===== config.mk =====
export PLATFORM = sky130hd
export DESIGN_NAME = matrix_scan
export DESIGN_NICKNAME = d
export VERILOG_FILES = /design/src/rtl/matrix_scan.sv
export SDC_FILE = /design/constraint.sdc
export NUM_CORES = 1
export LEC_CHECK = 0
export ABC_AREA = 1
export CAP_MARGIN = 15
export CORE_ASPECT_RATIO = 0.5
export CORE_MARGIN = 5
export CORE_UTILIZATION = 50
export CTS_CLUSTER_DIAMETER = 100
export DETAILED_ROUTE_END_ITERATION = 16
export GPL_TIMING_DRIVEN = 0
export PLACE_DENSITY = 0.73
export RECOVER_POWER = 100
export SYNTH_ARGS = -nofsm -noshare
export SYNTH_HDL_FRONTEND = slang
export SYNTH_SLANG_ARGS = --single-unit
export TNS_END_PERCENT = 100

===== constraint.sdc =====
create_clock -name clk_i -period 1.9 [get_ports clk_i]
set_input_delay 0.38 -clock clk_i [delete_from_list [all_inputs] [get_ports clk_i]]
set_output_delay 0.38 -clock clk_i [all_outputs]
set_load 0.02 [all_outputs]

===== src/rtl/matrix_scan.sv =====
// matrix_scan: double-buffered 8x8 LED matrix scanner with dwell/blank timing.
module matrix_scan #(
  parameter int DWELL = 4,
  parameter int BLANK = 1
) (
  input  logic        clk_i,
  input  logic        reset_ni,
  input  logic        on_i,
  input  logic [63:0] frame_in_i,
  input  logic        frame_valid_i,
  output logic        frame_ready_o,
  output logic [7:0]  row_sel_o,
  output logic [7:0]  col_data_o,
  output logic        frame_done_o
);
  localparam int CMAX = DWELL > BLANK ? DWELL : BLANK;
  localparam int CW = $clog2(CMAX) + 1;
  typedef enum logic [1:0] {S_IDLE, S_LOAD, S_SHOW, S_BLANK} state_e;
  state_e          state_q, state_d;
  logic [2:0]      r_q, r_d;
  logic [CW-1:0]   cnt_q, cnt_d;
  logic [63:0]     pend_q, pend_d, act_q, act_d;
  logic            full_q, full_d, have_q, have_d;
  logic            ready_q, done_q, done_d;
  logic [7:0]      row_q, row_d, col_q, col_d;
  logic            accept;
  assign accept = frame_valid_i && !full_q;
  always_comb begin
    state_d = state_q;
    r_d     = r_q;
    cnt_d   = cnt_q;
    pend_d  = pend_q;
    act_d   = act_q;
    full_d  = full_q;
    have_d  = have_q;
    if (accept) begin
      pend_d = frame_in_i;
      full_d = 1'b1;
    end
    case (state_q)
      S_IDLE: if (full_q || have_q) state_d = S_LOAD;
      S_LOAD: begin
        if (full_q) begin
          act_d  = pend_q;
          full_d = 1'b0;
          have_d = 1'b1;
        end
        r_d     = 3'd0;
        cnt_d   = '0;
        state_d = S_SHOW;
      end
      S_SHOW: begin
        cnt_d = cnt_q + 1'b1;
        if (cnt_q == CW'(DWELL - 1)) begin
          cnt_d = '0;
          if (BLANK > 0) state_d = S_BLANK;
          else if (r_q == 3'd7) state_d = S_LOAD;
          else r_d = r_q + 3'd1;
        end
      end
      S_BLANK: begin
        cnt_d = cnt_q + 1'b1;
        if (cnt_q == CW'(BLANK - 1)) begin
          cnt_d = '0;
          if (r_q == 3'd7) state_d = S_LOAD;
          else begin
            r_d     = r_q + 3'd1;
            state_d = S_SHOW;
          end
        end
      end
      default: state_d = S_IDLE;
    endcase
    if (!on_i) state_d = S_IDLE;
    // Outputs are registered from next state so they line up with the state they describe.
    row_d  = state_d == S_SHOW ? 8'd1 << r_d : 8'd0;
    col_d  = state_d == S_SHOW ? act_d[{~r_d, 3'b111} -: 8] : 8'd0;
    done_d = state_d == S_LOAD && state_q != S_IDLE;
  end
  always_ff @(posedge clk_i or negedge reset_ni) begin
    if (!reset_ni) begin
      state_q <= S_IDLE;
      r_q     <= '0;
      cnt_q   <= '0;
      pend_q  <= '0;
      act_q   <= '0;
      full_q  <= 1'b0;
      have_q  <= 1'b0;
      ready_q <= 1'b1;
      done_q  <= 1'b0;
      row_q   <= '0;
      col_q   <= '0;
    end else begin
      state_q <= state_d;
      r_q     <= r_d;
      cnt_q   <= cnt_d;
      pend_q  <= pend_d;
      act_q   <= act_d;
      full_q  <= full_d;
      have_q  <= have_d;
      ready_q <= !full_d;
      done_q  <= done_d;
      row_q   <= row_d;
      col_q   <= col_d;
    end
  end
  assign frame_ready_o = ready_q;
  assign row_sel_o     = row_q;
  assign col_data_o    = col_q;
  assign frame_done_o  = done_q;
endmodule


## Yosys cells after proc, flatten, opt, wreduce, memory -nomap -nowiden

Index checks and enable logic that the tools add are counted.

- Register bits after elaboration: 156

- Add/sub/neg operators: 2
- Eq/ne operators: 7
- Shift-type cells: 2
- Muxes and demuxes: 19
- Bitwise logic cells: 1
- Reduce and logical (&&, ||, !) cells: 10

Operators with widths:

| operator | count |
|---|---|
| 64-bit 2-to-1 mux | 2 |
| 71-bit by 7-bit variable part select with 8-bit output | 1 |
| 8-bit 2-to-1 mux | 2 |
| 3-bit 2-to-1 mux | 4 |
| 2-bit 2-to-1 mux | 5 |
| 3-bit one-hot mux with 3 select lines | 1 |
| 2-bit one-hot mux with 4 select lines | 1 |
| 1-bit by 3-bit << shifter with 8-bit output, first input constant | 1 |
| 3-bit by 1-bit adder with 3-bit output, second input constant | 2 |
| 2-bit == test, second input constant | 3 |
| 3-bit one-hot mux with 2 select lines | 1 |
| 2-bit by 1-bit == test with 1-bit output, second input constant | 2 |
| 3-bit by 2-bit == test with 1-bit output, second input constant | 1 |
| 3-bit == test, second input constant | 1 |
| 3-bit zero test | 1 |
| 1-bit 2-to-1 mux | 3 |
| 3-bit inverter | 1 |
| 3-bit nonzero test | 1 |
| 1-bit logical AND | 2 |
| 1-bit zero test | 2 |
| 2-bit zero test | 1 |
| 2-bit AND reduction | 1 |
| 2-bit nonzero test | 1 |
| 1-bit logical OR | 1 |

## Longest topological paths before layout

Gate-level depths: netlist of run 1.

- Depth after elaboration: 7
- Mapped depth: 14

## Least setup slack after synthesis of run 1

Ideal clock, no wire load.

- Path kind: register to register
- From: reg r_q[0]
- To: reg col_q[3] (netlist: col_data_o[3])
- Setup time: 0.117 ns
- Data arrival time: 1.705 ns
- Required time: 1.783 ns
- Slack: 0.078 ns
- Cell stages (with the launch flop): 11
- Buffers on the path: 1
- Path through: dfrtp_1 -> ha_1 -> nand2_1 -> nand4_2 -> nand2_4 -> nand3_2 -> buf_2 -> o21ai_1 -> nand2_1 -> nand3_1 -> nand2_1

- Longest elaborated chain between the ends: 7
- Elaborated cells on any way between the ends: 13
- Classes of those cells: add/sub (1); eq/ne (2); shift (1); mux (8); bitwise (1)

Ends and longest elaborated chain:

| what | RTL line | text |
|---|---|---|
| start: declaration | 20 | `logic [2:0] r_q, r_d;` |
| start signal: assignment | 95 | `r_q <= r_d;` |
| 3-bit by 1-bit adder with 3-bit output or 3-bit == test (tied branches) | 67, 65 |  |
| 3-bit 2-to-1 mux or 2-bit 2-to-1 mux (tied branches) | 65 | `if (r_q == 3'd7) state_d = S_LOAD;` |
| 3-bit 2-to-1 mux or 2-bit 2-to-1 mux (tied branches) | 63 | `if (cnt_q == CW'(BLANK - 1)) begin` |
| 3-bit one-hot mux with 2 select lines or 2-bit one-hot mux with 4 select lines (tied branches) | 40 | `case (state_q)` |
| 3-bit inverter or 2-bit 2-to-1 mux (tied branches) | 77, 74 |  |
| 71-bit by 7-bit variable part select with 8-bit output or 2-bit == test (tied branches) | 77 | `col_d = state_d == S_SHOW ? act_d[{~r_d, 3'b111} -: 8] : 8'd0;` |
| 8-bit 2-to-1 mux (*) | 77 |  |
| named net col_d[3] | 25 | `logic [7:0] row_q, row_d, col_q, col_d;` |
| end signal: assignment | 104 | `col_q <= col_d;` |
| end: declaration | 25 |  |

The timed path passes the listed nets; every way through them passes the cells marked *.
A chain may end at the register's enable or synchronous reset.

## Final worst setup path of run 1

- From: reg cnt_q[0]
- To: reg col_q[5] (netlist: col_data_o[5])

- Longest elaborated chain between the ends: 6
- Elaborated cells on any way between the ends: 12
- Classes of those cells: eq/ne (2); shift (1); mux (7); bitwise (1); reduce/logical (1)

Ends and longest elaborated chain:

| what | RTL line | text |
|---|---|---|
| start: declaration | 21 | `logic [CW-1:0] cnt_q, cnt_d;` |
| start signal: assignment | 96 | `cnt_q <= cnt_d;` |
| 3-bit zero test or 3-bit by 2-bit == test with 1-bit output (tied branches) | 63, 54 |  |
| 3-bit 2-to-1 mux, or another cell as far along | 63 |  |
| 3-bit one-hot mux with 2 select lines or 2-bit one-hot mux with 4 select lines (tied branches) | 40 |  |
| 3-bit inverter or 2-bit 2-to-1 mux (tied branches) | 77, 74 |  |
| 71-bit by 7-bit variable part select with 8-bit output or 2-bit == test (tied branches) | 77 |  |
| 8-bit 2-to-1 mux (*) | 77 |  |
| named net col_d[5] | 25 |  |

Marks and branches as above.

==> out/summary.txt, run 1 <==
Status = finished, violations left
Failing checks = capacitance limit, slew limit, setup timing
Total placed instance area = 8070 um^2
Number of CTS-inserted buffers = 17
Post-synthesis share of cell area spent on full adders, half adders and majority gates = 0.900%
Count of final hold-check violations = 0
Total of hold buffers inserted after clock tree synthesis = 0
Post-route cell area = 9100 um^2
Post-synthesis sequential area ratio = 56.2%
Die Ht = 93.4 um
Total GRT Usage = 20.8%
Buffers from clock root to sink, at most = 2
Aggregate routed wire length = 16,800 um
Largest clock skew in the final design = 0.00987 ns
Vias post-DR = 5,327
Kind of cell adding the most delay to the critical path = simple AND/OR/NAND/NOR gates
Cell leakage power = 4.48 nW
Number of placement rows = 30
Global routing usage on met1 = 29.8%
Iteration-0 DRC Markers = 503
Share of Yosys cell area claimed by the top area cell type = 55.8%
TritonCTS clock tree = yes
Final critical delay including setup and external delays = 1.90 ns
Dominant combinational cell family by area after synthesis = simple AND/OR/NAND/NOR gates
Critical-path maximum fanout = 10
Multi-input gate area in the final layout = 2620 um^2
Count of synthesis-stage warnings from yosys = 0
Xor/xnor share of the synthesized area = 0%
Met2 Track Usage GR = 31.6%
Worst Setup Start Kind = flip-flop
Avg Cell Area, Syn = 9.65 um^2
FMAX = 0.525 GHz
Slew @ Worst Pin = 1.75 ns
Unrepaired setup endpoints after global routing = yes
Number of nets with antenna violations after detailed routing = 0
Largest net degree at the start of global routing = 88
Routed vias/inst = 5.04
Quantity of I/O buffers inserted on ports = 85
Post-synthesis cell type with the largest combined area = sky130_fd_sc_hd__dfrtp_1
Number of global-route vias before repair = 5,403
Routability congestion estimate from global placement = 0.851
Horizontal extent of the die = 177 um
Netlist Area Pre-Place = 6950 um^2
Clock edge transition at the registers on the reported setup and hold paths = 0.07 ns
Pwr Density = 1630 nW/um^2
Net Count, Synth = 794
Global-route wire length before repair = 27,000 um
Die area = 16,500 um^2
Share of layout cells above drive strength 1 = 25.2%
Number of remaining DRC errors = 0
Type of the worst min-delay path = input port to asynchronous set/reset pin
Cells along the critical path = inv_2 > ha_4 > buf_4 > nand4_4 > nand2_4 > nand3_4 > buf_6 > o21ai_1 > nand2_1 > nand3_1 > nand2_2
Area delta synth->final = 30.8%
Setup Total Neg Slack = -0.00489 ns
Slowest cell on the critical path = sky130_fd_sc_hd__dfrtp_1
Data arrival time of the critical path = 2.21 ns
Clk sinks = 156
Worst Path Buf+Inv = 3
First-pass iteration count of the detailed router = 5
Number of H-tree levels = 4
Drt wl/cell = 15.9 um
Final critical-path setup slack = -0.00489 ns
Sum of net half-perimeters after detailed placement = 11,300 um
Final worst-path cycle share = 100%
Flip-flop and latch count after synthesis = 156
Slowest cell delay on critical path = 0.39 ns
Data required time of the critical path = 2.20 ns
Syn Inst Count = 721
Sequential standard cell area = 3910 um^2
Critical Setup Path Class = flip-flop to flip-flop
Net count, final = 924
Number of endpoints failing setup at the final stage = 1
Number of inserted diodes = 0
Max-cap violations = 1
Compound-gate portion of the synthesized area = 7.54%
Later-pin clock latency in the skew report = 0.42 ns
Synth top area cells = sky130_fd_sc_hd__dfrtp_1, sky130_fd_sc_hd__nand2_1, sky130_fd_sc_hd__mux2_2, sky130_fd_sc_hd__inv_1, sky130_fd_sc_hd__o21ai_2
Most used routing layer in global routing = met2
Max-slew violations = 70
Aggregate global routing overflow = 0
Final core occ = 67.0%
Worst-case headroom to the max-slew limit = -16.7%
Met3 usage = 5.49%
Synthesized-area fraction occupied by and/or/nand/nor cells = 17.6%
IO Pins = 86
Number of distinct library cells after synthesis = 34
Cell at the root of the clock tree = sky130_fd_sc_hd__clkbuf_16
Critical path capture point type = flip-flop
Fillers = 1,044
Initial antenna violation count = 0
Mux share of post-synthesis cell area = 9.00%
Total core area = 13,600 um^2
Highest ir drop seen on vdd = 0.000635 V
Initial core utilization = 51.2%
[cell families after synthesis]
logic type | count (synthesis)
buffers and inverters | 138
AND/OR/NAND/NOR | 286
adder cells (fa/ha/maj) | 5
AO/OA/AOI/OAI | 80
flip-flops | 156
multiplexers | 56
[worst reg2reg max path, cell delays in order (launching register included)]
cell	delay, ns
sky130_fd_sc_hd__dfrtp_1	0.39
sky130_fd_sc_hd__inv_2	0.09
sky130_fd_sc_hd__ha_4	0.14
sky130_fd_sc_hd__buf_4	0.11
sky130_fd_sc_hd__nand4_4	0.15
sky130_fd_sc_hd__nand2_4	0.14
sky130_fd_sc_hd__nand3_4	0.17
sky130_fd_sc_hd__buf_6	0.21
sky130_fd_sc_hd__o21ai_1	0.17
sky130_fd_sc_hd__nand2_1	0.08
sky130_fd_sc_hd__nand3_1	0.08
sky130_fd_sc_hd__nand2_2	0.06
[per-stage QoR]
| step | power (mW) | std cells | hold slack, ns | worst slack (ns) |
|---|---|---|---|---|
| 2_1_floorplan | 8.96 | 721 | 0.0844 | 0.0777 |
| 3_3_place_gp | 10.2 | 998 | 0.459 | -5.75 |
| 3_5_place_dp | 10.5 | 999 | 0.437 | -0.327 |
| 4_1_cts | 14.3 | 1045 | 0.000355 | 0.00660 |
| 5_1_grt | 15.8 | 1056 | 0.502 | -0.118 |
| 6_report | 14.8 | 1056 | 0.427 | -0.00489 |
[cell usage in the layout, fill, tap and decap left out, drive strengths merged]
cell             n
dlygate4sd2      1
bufinv           3
ha               5
a21oi           16
clkinvlp         4
o311ai           2
mux2            52
clkdlybuf4s50   83
or2              3
nor2b            1
inv            106
clkbuf          25
nand3           21
mux2i            4
dfstp            1
nand4           19
dfrtp          155
nor2            34
o21ai           62
clkinv           5
nand2          207
buf             54
nor3             1
[path summary, 6_finish.rpt]
path	start	endpoint	slack, ns	cells after the start
max	cnt_q[0]$_DFFE_PN0N_	col_data_o[5]$_DFF_PN0_	-0.005	11
min	reset_ni	act_q[60]$_DFF_PN0_	0.43	1
max reg2reg	cnt_q[0]$_DFFE_PN0N_	col_data_o[5]$_DFF_PN0_	-0.005	11
min reg2reg	act_q[36]$_DFF_PN0_	act_q[36]$_DFF_PN0_	0.48	2
max in group asynchronous	reset_ni	frame_ready_o$_DFF_PN1_	0.28	2
min in group clk_i	act_q[36]$_DFF_PN0_	act_q[36]$_DFF_PN0_	0.48	2
[Yosys cell counts]
| cell type | number |
|---|---|
| sky130_fd_sc_hd__nand2_1 | 204 |
| sky130_fd_sc_hd__dfrtp_1 | 155 |
| sky130_fd_sc_hd__inv_1 | 98 |
| sky130_fd_sc_hd__mux2_2 | 52 |
| sky130_fd_sc_hd__nor2_1 | 29 |
| sky130_fd_sc_hd__o21ai_2 | 26 |
| sky130_fd_sc_hd__nand3_1 | 20 |
| sky130_fd_sc_hd__o21ai_0 | 19 |
| sky130_fd_sc_hd__buf_2 | 18 |
| sky130_fd_sc_hd__nand4_1 | 17 |
| sky130_fd_sc_hd__o21ai_1 | 17 |
| sky130_fd_sc_hd__a21oi_1 | 13 |
| sky130_fd_sc_hd__buf_6 | 8 |
| sky130_fd_sc_hd__inv_2 | 6 |
| sky130_fd_sc_hd__ha_1 | 5 |
| sky130_fd_sc_hd__clkbuf_1 | 4 |
| sky130_fd_sc_hd__mux2i_1 | 4 |
| sky130_fd_sc_hd__buf_4 | 3 |
| sky130_fd_sc_hd__nor2_4 | 3 |
| sky130_fd_sc_hd__a21oi_2 | 2 |
| sky130_fd_sc_hd__nand2_2 | 2 |
| sky130_fd_sc_hd__nor2_2 | 2 |
| sky130_fd_sc_hd__o311ai_0 | 2 |
| sky130_fd_sc_hd__or2_2 | 2 |
| sky130_fd_sc_hd__a21oi_4 | 1 |
| sky130_fd_sc_hd__buf_1 | 1 |
| sky130_fd_sc_hd__dfstp_2 | 1 |
| sky130_fd_sc_hd__nand2_4 | 1 |
| sky130_fd_sc_hd__nand3_2 | 1 |
| sky130_fd_sc_hd__nand4_2 | 1 |
| sky130_fd_sc_hd__nand4_4 | 1 |
| sky130_fd_sc_hd__nor2b_1 | 1 |
| sky130_fd_sc_hd__nor3_1 | 1 |
| sky130_fd_sc_hd__or2_1 | 1 |
[layer usage]
metal,vias to the layer above,share of wire [%]
met5,-,0
met4,0,1.5
met3,23,6.4
met2,164,46
met1,2604,46
li1,2536,-
[area by class of cell]
type / count / area share [%]
buffer: 34 / 2.98
clock buffer: 18 / 4.72
clock inverter: 14 / 1.87
inverter: 104 / 4.29
multi-input combinational: 427 / 28.8
sequential: 156 / 42.9
tap: 192 / 2.64
timing repair buffer: 111 / 11.8
[what timing repair did]
| action | in CTS | in global routing |
|---|---|---|
| gates cloned | 2 | 1 |
| buffers inserted | 12 | 10 |
| resized for setup | 23 | 48 |
| endpoints found under the setup margin | 15 | 39 |
| hold endpoints to repair | 0 | 0 |
| pin swaps | 9 | 16 |
[power breakdown]
| group | internal [mW] | switching, mW |
|---|---|---|
| clock | 2.07 | 1.40 |
| combinational | 2.52 | 3.29 |
| sequential | 4.78 | 0.740 |
| total | 9.38 | 5.43 |
[registers in the layout (all words and copies together), names as in the netlist]
name	flops
act_q	64
pend_q	64
col_data_o	8
row_sel_o	8
cnt_q	3
r_q	3
state_q	2
frame_done_o	1
frame_ready_o	1
full_q	1
have_q	1
Power figures use the tool's default switching activity.
==> inputs of run 2 (changes only) <==
- SLEW_MARGIN: default -> 20
==> out/summary.txt, run 2 (synthesis results as in run 1) <==
Number of placement rows = 30
Highest-count cells in the layout ignoring fill and taps = sky130_fd_sc_hd__nand2_1, sky130_fd_sc_hd__dfrtp_1, sky130_fd_sc_hd__inv_1
Number of remaining DRC errors = 0
Final core occ = 67.0%
Failing checks = setup timing
Fraction of power consumed by sequential logic = 36.3%
Worst-case headroom to the max-slew limit = 35.2%
Max-slew violations = 0
Post-route cell area = 9100 um^2
Aggregate global routing overflow = 0
Share of total power in the clock network = 25.5%
Number of inserted diodes = 0
Number of CTS-inserted buffers = 17
Area delta synth->final = 30.9%
Sw frac = 35.7%
Number of H-tree levels = 4
Later-pin clock latency in the skew report = 0.42 ns
Final critical-path setup slack = -0.0368 ns
Number of global-route vias before repair = 5,394
Clock edge transition at the registers on the reported setup and hold paths = 0.06 ns
Worst Setup Start Kind = flip-flop
Count of final hold-check violations = 0
Die area = 16,500 um^2
First-pass iteration count of the detailed router = 6
Largest net degree at the start of global routing = 88
Initial core utilization = 51.2%
Horizontal extent of the die = 177 um
Total core area = 13,600 um^2
Iteration-0 DRC Markers = 545
Routability congestion estimate from global placement = 0.851
Cell at the root of the clock tree = sky130_fd_sc_hd__clkbuf_16
Comb power frac = 38.2%
FMAX = 0.516 GHz
Final critical delay including setup and external delays = 1.94 ns
Vias post-DR = 5,380
IO Pins = 86
Initial antenna violation count = 0
Routed vias/inst = 5.11
Total GRT Usage = 20.8%
Type of the worst min-delay path = flip-flop to flip-flop
Total placed instance area = 8080 um^2
Global-route wire length before repair = 27,000 um
Data arrival time of the critical path = 2.24 ns
Max-cap violations = 0
Count of placed standard cells in the final layout, fillers left out = 1,052
Cell leakage power = 4.50 nW
Highest ir drop seen on vdd = 0.000714 V
Unrepaired setup endpoints after global routing = yes
Aggregate routed wire length = 16,800 um
R2R cell count = 13
Total power = 15.2 mW
Largest clock skew in the final design = 0.0107 ns
Slew @ Worst Pin = 0.972 ns
Most common library cell in the layout ignoring fill and taps = sky130_fd_sc_hd__nand2_1
Sum of net half-perimeters after detailed placement = 11,300 um
TritonCTS clock tree = yes
Cell-internal power = 9.76 mW
Pwr Density = 1670 nW/um^2
Final worst-path cycle share = 102%
Register-to-Register Setup Slack = -0.04 ns
Setup Total Neg Slack = -0.0730 ns
Status = finished, violations left
Biggest registers after layout = act_q (64), pend_q (64)
Placed Instances = 999
Share of layout cells above drive strength 1 = 24.5%
Die Ht = 93.4 um
Critical Setup Path Class = flip-flop to flip-flop
Buffers from clock root to sink, at most = 2
Switching power summed over all nets = 5.41 mW
Quantity of I/O buffers inserted on ports = 85
Net count, final = 920
Drt wl/cell = 16.0 um
Critical-path maximum fanout = 7
Hold Path Depth = 2
Clk sinks = 156
Number of endpoints failing setup at the final stage = 5
Number of nets with antenna violations after detailed routing = 0
Data required time of the critical path = 2.21 ns
Critical path capture point type = flip-flop
[run 2: cell types whose count changed in the layout (fill, tap and decap cells not counted), sizes merged]
cell	before	now
bufinv	3	6
dlygate4sd3	0	1
buf	54	48
clkbuf	25	26
clkinv	5	3
clkinvlp	4	2
inv	106	107
[run 2: final cells by class]
type | instances | area [um^2]
Tap cell | 192 | 240
Clock inverter | 14 | 240
Fill cell | 1051 | 4490
Clock buffer | 18 | 429
Inverter | 104 | 393
Timing Repair Buffer | 107 | 1070
Multi-Input combinational cell | 427 | 2550
Sequential cell | 156 | 3910
Buffer | 34 | 268
[run 2: power by group through the flow]
| stage | registers [mW] | clock network [mW] | logic [mW] |
|---|---|---|---|
| after floorplan | 5.38 | 0 | 3.58 |
| after global placement | 5.48 | 0 | 4.75 |
| after detailed placement | 5.53 | 0 | 4.92 |
| after CTS | 5.49 | 3.89 | 5.27 |
| after global routing | 5.64 | 4.04 | 6.44 |
| final | 5.51 | 3.86 | 5.80 |
[run 2: metrics by stage]
stage | worst slack (ns) | hold WS [ns]
after global routing | -0.135 | 0.500
after detailed placement | -0.351 | 0.380
after CTS | -0.00563 | 0.478
final | -0.0368 | 0.478
after floorplan | 0.0777 | 0.0844
after global placement | -5.75 | 0.459
[run 2: layer usage]
metal | vias to the layer above | wire, um | share of wire, % | global-route usage, %
met2 | 173 | 7970 | 47 | 33.0
met1 | 2649 | 7630 | 45 | 29.6
li1 | 2539 | - | - | -
met3 | 19 | 1010 | 6.0 | 4.44
met5 | - | 0 | 0 | 0
met4 | 0 | 198 | 1.2 | 5.21
[run 2: timing repair]
action	CTS	global route
cloned	0	2
pin swaps	7	15
endpoints found under the hold margin	69	0
gates resized for setup	18	39
hold buffers	1	0
endpoints found under the setup margin	13	40
buffers inserted	10	8
[run 2: path summary, 6_finish.rpt]
path                                       from                 endpoint
hold reg to reg             act_q[36]$_DFF_PN0_      act_q[36]$_DFF_PN0_
hold / removal              act_q[36]$_DFF_PN0_      act_q[36]$_DFF_PN0_
setup / recovery           cnt_q[0]$_DFFE_PN0N_  col_data_o[0]$_DFF_PN0_
min in group asynchronous              reset_ni   pend_q[57]$_DFFE_PN0P_
setup reg to reg           cnt_q[0]$_DFFE_PN0N_  col_data_o[0]$_DFF_PN0_
max in group asynchronous              reset_ni   row_sel_o[7]$_DFF_PN0_
[run 2: worst max-delay path, stage by stage (launching register included)]
cell and delay (ns):
sky130_fd_sc_hd__dfrtp_1 0.40, sky130_fd_sc_hd__inv_2 0.09, sky130_fd_sc_hd__ha_4 0.17, sky130_fd_sc_hd__inv_4 0.04
sky130_fd_sc_hd__nor2_4 0.16, sky130_fd_sc_hd__nand4_4 0.17, sky130_fd_sc_hd__nand3_4 0.22, sky130_fd_sc_hd__buf_8 0.15
sky130_fd_sc_hd__buf_6 0.10, sky130_fd_sc_hd__nand2_2 0.04, sky130_fd_sc_hd__o21ai_1 0.09, sky130_fd_sc_hd__nand2_1 0.08
sky130_fd_sc_hd__nand3_1 0.07, sky130_fd_sc_hd__nand2_1 0.05
==> inputs of run 3 (changes only) <==
- SLEW_MARGIN: 20 -> default
- TNS_END_PERCENT: 100 -> 30
==> results of run 3 <==
No change in the layout: final DEF, timing and power equal those of run 1.
